$ cat config.mk
export PLATFORM = sky130hd
export DESIGN_NAME = hopctrlwd_afh_flat
export DESIGN_NICKNAME = d
export VERILOG_FILES = /design/src/rtl/hopctrl_pkg.sv /design/src/rtl/hopctrlwd_afh_if.sv /design/src/rtl/hop_modn_step.sv /design/src/rtl/hopctrlwd_afh.sv /design/src/flat_wrapper.sv
export SDC_FILE = /design/constraint.sdc
export NUM_CORES = 1
export LEC_CHECK = 0
export ABC_AREA = 1
export BUFFER_PORTS_ARGS = -buffer_cell sky130_fd_sc_hd__buf_2
export CAP_MARGIN = 25
export CORE_MARGIN = 5
export CORE_UTILIZATION = 30
export CTS_CLUSTER_SIZE = 8
export DETAILED_ROUTE_END_ITERATION = 12
export GPL_ROUTABILITY_DRIVEN = 0
export SETUP_SLACK_MARGIN = 0.2
export SLEW_MARGIN = 15
export SYNTH_ARGS = -nofsm -noshare
export SYNTH_HDL_FRONTEND = slang
export SYNTH_SLANG_ARGS = --single-unit
$ cat constraint.sdc
create_clock -name clk_6M -period 3.1 [get_ports clk_6M]
set_input_delay 0.93 -clock clk_6M [delete_from_list [all_inputs] [get_ports clk_6M]]
set_output_delay 0.93 -clock clk_6M [all_outputs]
set_load 0.05 [all_outputs]
$ cat src/rtl/hopctrl_pkg.sv
// Shared constants, FSM encoding and bit-gather helpers for the hop control word block.
package hopctrl_pkg;

    localparam int unsigned CH_MAX_BT    = 79;
    localparam int unsigned AFH_N_MIN_BT = 20;

    typedef enum logic {
        IDLE = 1'b0,
        RUN  = 1'b1
    } hop_fsm_e;

    // C word gather: even bits of BD_ADDR[8:0], MSB first.
    function automatic logic [4:0] gather_c(input logic [8:0] v);
        return {v[8], v[6], v[4], v[2], v[0]};
    endfunction

    // E word gather: odd bits of BD_ADDR[13:1], passed in as BD_ADDR[13:1].
    function automatic logic [6:0] gather_e(input logic [12:0] v);
        return {v[12], v[10], v[8], v[6], v[4], v[2], v[0]};
    endfunction

endpackage

$ cat src/rtl/hopctrlwd_afh_if.sv
// Start/status handshake between the slot timer (master) and the hop word generator (slave).
//   calc_req  : start pulse from master
//   busy      : divider iterating
//   done_p    : F/Fprime updated this cycle
//   req_drop  : calc_req arrived while busy and was ignored
//   f_valid   : at least one result produced since reset
//   afh_n_err : AFH channel count latched at the last start was out of range
interface hopctrlwd_afh_if;
    logic calc_req;
    logic busy;
    logic done_p;
    logic req_drop;
    logic f_valid;
    logic afh_n_err;

    modport master (
        output calc_req,
        input  busy, done_p, req_drop, f_valid, afh_n_err
    );

    modport slave (
        input  calc_req,
        output busy, done_p, req_drop, f_valid, afh_n_err
    );
endinterface

$ cat src/rtl/hop_modn_step.sv
// One restoring-division step: shift in one dividend bit, subtract the modulus if it fits.
//   r        : current partial remainder (always < modulus)
//   din      : next dividend bit, MSB first
//   modulus  : divisor
//   r_next_c : updated partial remainder (combinational)
module hop_modn_step #(
    parameter int unsigned MOD_W = 7
) (
    input  logic [MOD_W:0]   r,
    input  logic             din,
    input  logic [MOD_W-1:0] modulus,
    output logic [MOD_W:0]   r_next_c
);

    logic [MOD_W+1:0] trial;

    assign trial = {r, din};

    always_comb begin
        r_next_c = (MOD_W+1)'(trial);
        if (trial >= (MOD_W+2)'(modulus)) begin
            r_next_c = (MOD_W+1)'(trial - (MOD_W+2)'(modulus));
        end
    end

endmodule

$ cat src/rtl/hopctrlwd_afh.sv
// Connection-state hop control word generator with a shared iterative mod unit for F and F'.
//   clk_6M, rst         : clock, synchronous active-high reset
//   ctl (slave)         : calc_req / busy / done_p / req_drop / f_valid / afh_n_err
//   conns               : connection state, gates the hop words
//   CLK, BD_ADDR        : piconet clock and device address
//   regi_AFH_N          : AFH used-channel count
//   X, Y1, Y2, A..E     : combinational kernel words
//   F, Fprime           : registered mod results, gated by conns
module hopctrlwd_afh
    import hopctrl_pkg::*;
#(
    parameter int unsigned CLK_W     = 28,
    parameter int unsigned DIV_W     = CLK_W - 3,
    parameter int unsigned MOD_W     = 7,
    parameter int unsigned CH_MAX    = CH_MAX_BT,
    parameter int unsigned AFH_N_MIN = AFH_N_MIN_BT
) (
    input  logic             clk_6M,
    input  logic             rst,
    hopctrlwd_afh_if.slave   ctl,
    input  logic             conns,
    input  logic [CLK_W-1:0] CLK,
    input  logic [27:0]      BD_ADDR,
    input  logic [MOD_W-1:0] regi_AFH_N,
    output logic [4:0]       X,
    output logic             Y1,
    output logic [5:0]       Y2,
    output logic [4:0]       A,
    output logic [3:0]       B,
    output logic [4:0]       C,
    output logic [8:0]       D,
    output logic [6:0]       E,
    output logic [MOD_W-1:0] F,
    output logic [MOD_W-1:0] Fprime
);

    localparam int unsigned CNT_W = $clog2(DIV_W);
    localparam logic [MOD_W-1:0] CH_MAX_L = MOD_W'(CH_MAX);
    localparam logic [MOD_W-1:0] N_MIN_L  = MOD_W'(AFH_N_MIN);

    hop_fsm_e         state_q, state_d;
    logic [CNT_W-1:0] cnt_q, cnt_d;
    logic [DIV_W-1:0] div_q, div_d;
    logic [MOD_W-1:0] n_q, n_d;
    logic [MOD_W:0]   rem0_q, rem0_d, rem1_q, rem1_d;
    logic [MOD_W:0]   step0_c, step1_c;
    logic [MOD_W-1:0] f_q, f_d, fp_q, fp_d;
    logic             busy_q, busy_d, done_q, done_d;
    logic             fval_q, fval_d, nerr_q, nerr_d;
    logic             n_ok_c;
    logic             unused_clk0;

    assign unused_clk0 = CLK[0];

    // Kernel words, zero outside a connection
    assign X  = CLK[6:2] & {5{conns}};
    assign Y1 = CLK[1] & conns;
    assign Y2 = {CLK[1], 5'b0} & {6{conns}};
    assign A  = (BD_ADDR[27:23] ^ CLK[25:21]) & {5{conns}};
    assign B  = BD_ADDR[22:19] & {4{conns}};
    assign C  = (gather_c(BD_ADDR[8:0]) ^ CLK[20:16]) & {5{conns}};
    assign D  = (BD_ADDR[18:10] ^ CLK[15:7]) & {9{conns}};
    assign E  = gather_e(BD_ADDR[13:1]) & {7{conns}};

    assign F      = f_q & {MOD_W{conns}};
    assign Fprime = fp_q & {MOD_W{conns}};

    assign ctl.busy      = busy_q;
    assign ctl.done_p    = done_q;
    assign ctl.f_valid   = fval_q;
    assign ctl.afh_n_err = nerr_q;
    // Drop indication is same-cycle with the offending request
    assign ctl.req_drop  = ctl.calc_req & busy_q;

    assign n_ok_c = (regi_AFH_N >= N_MIN_L) && (regi_AFH_N <= CH_MAX_L);

    // Lane 0: fixed basic-hop modulus; lane 1: latched AFH modulus
    hop_modn_step #(.MOD_W(MOD_W)) u_step_f (
        .r        (rem0_q),
        .din      (div_q[cnt_q]),
        .modulus  (CH_MAX_L),
        .r_next_c (step0_c)
    );

    hop_modn_step #(.MOD_W(MOD_W)) u_step_fp (
        .r        (rem1_q),
        .din      (div_q[cnt_q]),
        .modulus  (n_q),
        .r_next_c (step1_c)
    );

    // State and datapath registers
    always_ff @(posedge clk_6M) begin
        if (rst) begin
            state_q <= IDLE;
            cnt_q   <= '0;
            div_q   <= '0;
            n_q     <= '0;
            rem0_q  <= '0;
            rem1_q  <= '0;
            f_q     <= '0;
            fp_q    <= '0;
            busy_q  <= 1'b0;
            done_q  <= 1'b0;
            fval_q  <= 1'b0;
            nerr_q  <= 1'b0;
        end else begin
            state_q <= state_d;
            cnt_q   <= cnt_d;
            div_q   <= div_d;
            n_q     <= n_d;
            rem0_q  <= rem0_d;
            rem1_q  <= rem1_d;
            f_q     <= f_d;
            fp_q    <= fp_d;
            busy_q  <= busy_d;
            done_q  <= done_d;
            fval_q  <= fval_d;
            nerr_q  <= nerr_d;
        end
    end

    // Next-state and datapath update
    always_comb begin
        state_d = state_q;
        cnt_d   = cnt_q;
        div_d   = div_q;
        n_d     = n_q;
        rem0_d  = rem0_q;
        rem1_d  = rem1_q;
        f_d     = f_q;
        fp_d    = fp_q;
        busy_d  = busy_q;
        done_d  = 1'b0;
        fval_d  = fval_q;
        nerr_d  = nerr_q;

        case (state_q)
            IDLE: begin
                if (ctl.calc_req) begin
                    state_d = RUN;
                    div_d   = {CLK[CLK_W-1:7], 4'b0};
                    n_d     = n_ok_c ? regi_AFH_N : CH_MAX_L;
                    nerr_d  = !n_ok_c;
                    rem0_d  = '0;
                    rem1_d  = '0;
                    cnt_d   = CNT_W'(DIV_W - 1);
                    busy_d  = 1'b1;
                end
            end
            RUN: begin
                rem0_d = step0_c;
                rem1_d = step1_c;
                cnt_d  = cnt_q - CNT_W'(1);
                if (cnt_q == '0) begin
                    state_d = IDLE;
                    cnt_d   = '0;
                    f_d     = step0_c[MOD_W-1:0];
                    fp_d    = step1_c[MOD_W-1:0];
                    done_d  = 1'b1;
                    busy_d  = 1'b0;
                    fval_d  = 1'b1;
                end
            end
            default: state_d = IDLE;
        endcase
    end

endmodule

$ cat src/flat_wrapper.sv
// flat-port wrapper written by rule: the top's interface ports become plain ports
module hopctrlwd_afh_flat import hopctrl_pkg::*;
#(
    parameter int unsigned CLK_W     = 28,
    parameter int unsigned DIV_W     = CLK_W - 3,
    parameter int unsigned MOD_W     = 7,
    parameter int unsigned CH_MAX    = CH_MAX_BT,
    parameter int unsigned AFH_N_MIN = AFH_N_MIN_BT
)
  (clk_6M, rst, conns, CLK, BD_ADDR, regi_AFH_N, X, Y1, Y2, A, B, C, D, E, F, Fprime, ctl_calc_req, ctl_busy, ctl_done_p, ctl_req_drop, ctl_f_valid, ctl_afh_n_err);
  hopctrlwd_afh_if ctl_i ();
  input  logic clk_6M;
  input  logic rst;
  input  logic conns;
  input  logic [CLK_W-1:0] CLK;
  input  logic [27:0] BD_ADDR;
  input  logic [MOD_W-1:0] regi_AFH_N;
  output logic [4:0] X;
  output logic Y1;
  output logic [5:0] Y2;
  output logic [4:0] A;
  output logic [3:0] B;
  output logic [4:0] C;
  output logic [8:0] D;
  output logic [6:0] E;
  output logic [MOD_W-1:0] F;
  output logic [MOD_W-1:0] Fprime;
  input wire logic [$bits(ctl_i.calc_req)-1:0] ctl_calc_req;
  output wire logic [$bits(ctl_i.busy)-1:0] ctl_busy;
  output wire logic [$bits(ctl_i.done_p)-1:0] ctl_done_p;
  output wire logic [$bits(ctl_i.req_drop)-1:0] ctl_req_drop;
  output wire logic [$bits(ctl_i.f_valid)-1:0] ctl_f_valid;
  output wire logic [$bits(ctl_i.afh_n_err)-1:0] ctl_afh_n_err;
  assign ctl_i.calc_req = ctl_calc_req;
  assign ctl_busy = ctl_i.busy;
  assign ctl_done_p = ctl_i.done_p;
  assign ctl_req_drop = ctl_i.req_drop;
  assign ctl_f_valid = ctl_i.f_valid;
  assign ctl_afh_n_err = ctl_i.afh_n_err;
  hopctrlwd_afh #(.CLK_W(CLK_W), .DIV_W(DIV_W), .MOD_W(MOD_W), .CH_MAX(CH_MAX), .AFH_N_MIN(AFH_N_MIN)) u_core (.clk_6M(clk_6M), .rst(rst), .ctl(ctl_i), .conns(conns), .CLK(CLK), .BD_ADDR(BD_ADDR), .regi_AFH_N(regi_AFH_N), .X(X), .Y1(Y1), .Y2(Y2), .A(A), .B(B), .C(C), .D(D), .E(E), .F(F), .Fprime(Fprime));
endmodule
==> out/summary.txt <==
post-synthesis register bit count -> 68
Syn Area/Cell -> 6.27 sq um
DRC Markers -> 0
Fin Setup TNS -> 0 ns
minimum clock period -> 2.67 ns
Final period util -> 86.0%
Fmax -> 375 MHz
post-synth cell types -> 33
Worst-path clk slew -> 0.06 ns
IO buf count -> 121
CP max stage delay -> 0.39 ns
Final Max Tran Viols -> 0
crit path kind -> reg2reg
Pwr Density -> 723 nW/um^2
min-delay worst type -> reg2reg
Commonest cells post-synth -> nand2_1, nor2_1, inv_1
count leader, synth -> nand2_1
Initial Util -> 30.6%
WP data arrival -> 2.86 ns
r2r endpoint -> u_core.fp_q[6]
drt wl/cell -> 10.8 microns
core area -> 12,600 sq um
final hold violations -> 0
Post-synth EDFFs -> 0
initial antenna violation count -> 0
Worst R2R Start -> u_core.cnt_q[0]
Synth Cell Area -> 3860 sq um
Num CTS Buffers -> 9
CP max stage cell -> fa_1
TritonCTS clock tree -> built
top_reg_cell synth -> dfxtp_1
Root Buffer -> clkbuf_16
register area share after synthesis -> 35.2%
dpl ws -> 0.209 ns
Cell Chain, Critical Path -> buf_4 -> nand2_1 -> o211ai_1 -> nand2_1 -> nand2_1 -> nand3_2 -> nand2_2 -> ha_1 -> inv_1 -> fa_1 -> nand3_1 -> nand2_1 -> a21oi_2 -> nor2_1 -> nor2_1 -> xnor2_1 -> o21ai_1 -> o21ai_0
remaining antenna violation count -> 0
Final Setup Violations -> 0
first-pass GRT wire length -> 16,400 microns
share of Yosys cell area claimed by the top area cell type -> 35.2%
R2R setup slack -> 0.43 ns
initial drt markers -> 145
Ys Warns -> 0
DR vias/cell -> 4.36
Async SR Flop Fraction -> 0%
status -> finished clean
Antenna diodes -> 0
Die X -> 123 microns
all-layer global routing usage -> 13.1%
number of fill cells -> 1,401
Skew-Pair Late Insertion Delay -> 0.32 ns
top post-synthesis cells by area -> dfxtp_1, nand2_1, nor2_1
number of global-route vias before repair -> 3,768
nets@finish -> 811
io pins -> 128
placement row count -> 41
Worst Max-Slew Pin Slew -> 0.530 ns
Top cell by count, worst path -> nand2_1
worst relative slew slack -> 64.4%
VDD IR-drop max -> 0.297 mV
Setup Skew -> 0.00947 ns
largest net degree at the start of global routing -> 51
Yosys top cell by area -> dfxtp_1
TritonRoute pass-1 iters -> 4
gr ovfl total -> 0
Hold Buf Count CTS -> 0
Layout area overhead -> 31.1%
total wire length -> 9800 microns
CP Launch Point -> u_core.cnt_q[0]
CP startpoint kind -> register
Max Buffers Root-to-Sink -> 2
worst setup margin -> 0.434 ns
Critical Path RT -> 3.30 ns
htree depth -> 3
Synth Instances -> 616
layout cell share with drive strength beyond 1 -> 25.9%
DIE HEIGHT -> 123 microns
total of max-cap violations -> 0
HPWL Detailed -> 7420 microns
CTS sink count -> 68
CP Capture Point -> u_core.fp_q[6]
RSZ-0062 raised after global routing -> no
hold path startpoint -> u_core.f_q[5]
die area -> 15,200 sq um
Crit. End Element -> register
Critical Path Fanout Max -> 9
leakage -> 0.00265 uW
Core Util, Final -> 40.1%
DR vias -> 3,966
R2R cell count -> 18
## cell families (layout without fill, tap and decap cells)
family | Yosys count | count (layout) | share of synthesized area, %
compound gates | 110 | 110 | 15.1
xor+xnor | 8 | 8 | 1.81
flops | 68 | 68 | 35.2
simple gates | 310 | 311 | 32.3
buf+inv | 108 | 225 | 11.8
other cells | 1 | 5 | 0.0971
fa+ha+maj | 11 | 11 | 3.76
## cell usage in the layout (no fill, tap or decap), drive strengths merged
cell,instances
nand2,172
buf,133
nor2,102
inv,74
dfxtp,68
o21ai,55
a21oi,45
nand3,30
ha,10
clkbuf,10
xor2,7
conb,5
clkinvlp,4
o211ai,3
nor3,3
nand4,2
o21a,2
bufinv,2
clkinv,2
a41oi,1
nor4,1
or4,1
a22oi,1
o31ai,1
xnor2,1
a211oi,1
a2bb2oi,1
fa,1
## final cells by class
cell class	instances	area [sq um]	area share (%)
Inverter	76	292	5.76
Tap cell	172	215	4.25
Clock buffer	10	239	4.72
Timing Repair Buffer	133	708	14.0
Clock inverter	6	87.6	1.73
Multi-Input combinational cell	445	2160	42.6
Sequential cell	68	1360	26.9
## state kept, by name, summed over array words and instances, names as in the netlist
signal                cells
u_core.cnt_q              5
u_core.ctl.afh_n_err      1
u_core.ctl.busy           1
u_core.ctl.done_p         1
u_core.ctl.f_valid        1
u_core.div_q             21
u_core.f_q                7
u_core.fp_q               7
u_core.n_q                7
u_core.rem0_q             8
u_core.rem1_q             8
u_core.state_q            1
## critical path, delay by kind of cell (launching register included)
family,cells,cell delay [ns]
flip-flops,1,0.38
adder cells (fa/ha/maj),2,0.56
AO/OA/AOI/OAI,4,0.49
AND/OR/NAND/NOR,9,0.81
XOR/XNOR,1,0.07
buffers and inverters,2,0.22
## power breakdown
part	total, uW	switching (uW)	internal, uW
registers	1110	98.0	1010
clock network	1090	370	724
logic	1460	952	509
total	3660	1420	2240
## stage by stage
stage | power (uW) | cell area (sq um) | hold slack, ns | cells
after global placement | 2480 | 4650 | 0.442 | 889
final | 3660 | 5060 | 0.451 | 910
after detailed placement | 2490 | 4650 | 0.445 | 889
after floorplan | 2180 | 3930 | 0.426 | 620
after CTS | 3600 | 4980 | 0.456 | 905
after global routing | 3940 | 5060 | 0.467 | 910
## per-layer routing
layer	track usage (%)	vias to the layer above	wire length, microns
met2	21.7	113	4220
met1	16.6	1680	4790
met4	3.32	0	68
met5	0	-	0
li1	-	2169	-
met3	3.93	4	730
## worst min-delay path by stage
stage                        to  slack [ns]  cells after the start
6_report          u_core.f_q[5]        0.45                      2
5_1_grt           u_core.f_q[3]        0.47                      2
4_1_cts        u_core.div_q[15]        0.46                      2
3_5_place_dp      u_core.f_q[6]        0.44                      2
3_3_place_gp     u_core.fp_q[1]        0.44                      2
2_1_floorplan     u_core.f_q[4]        0.43                      2
## what timing repair did
item,CTS,global route
resized for setup,1,11
pin swaps,0,4
setup buffers,0,4
cloned,0,1
hold endpoints to repair,0,0
endpoints found under the setup margin,1,28
Note: power is estimated with default switching activity, not from simulation.
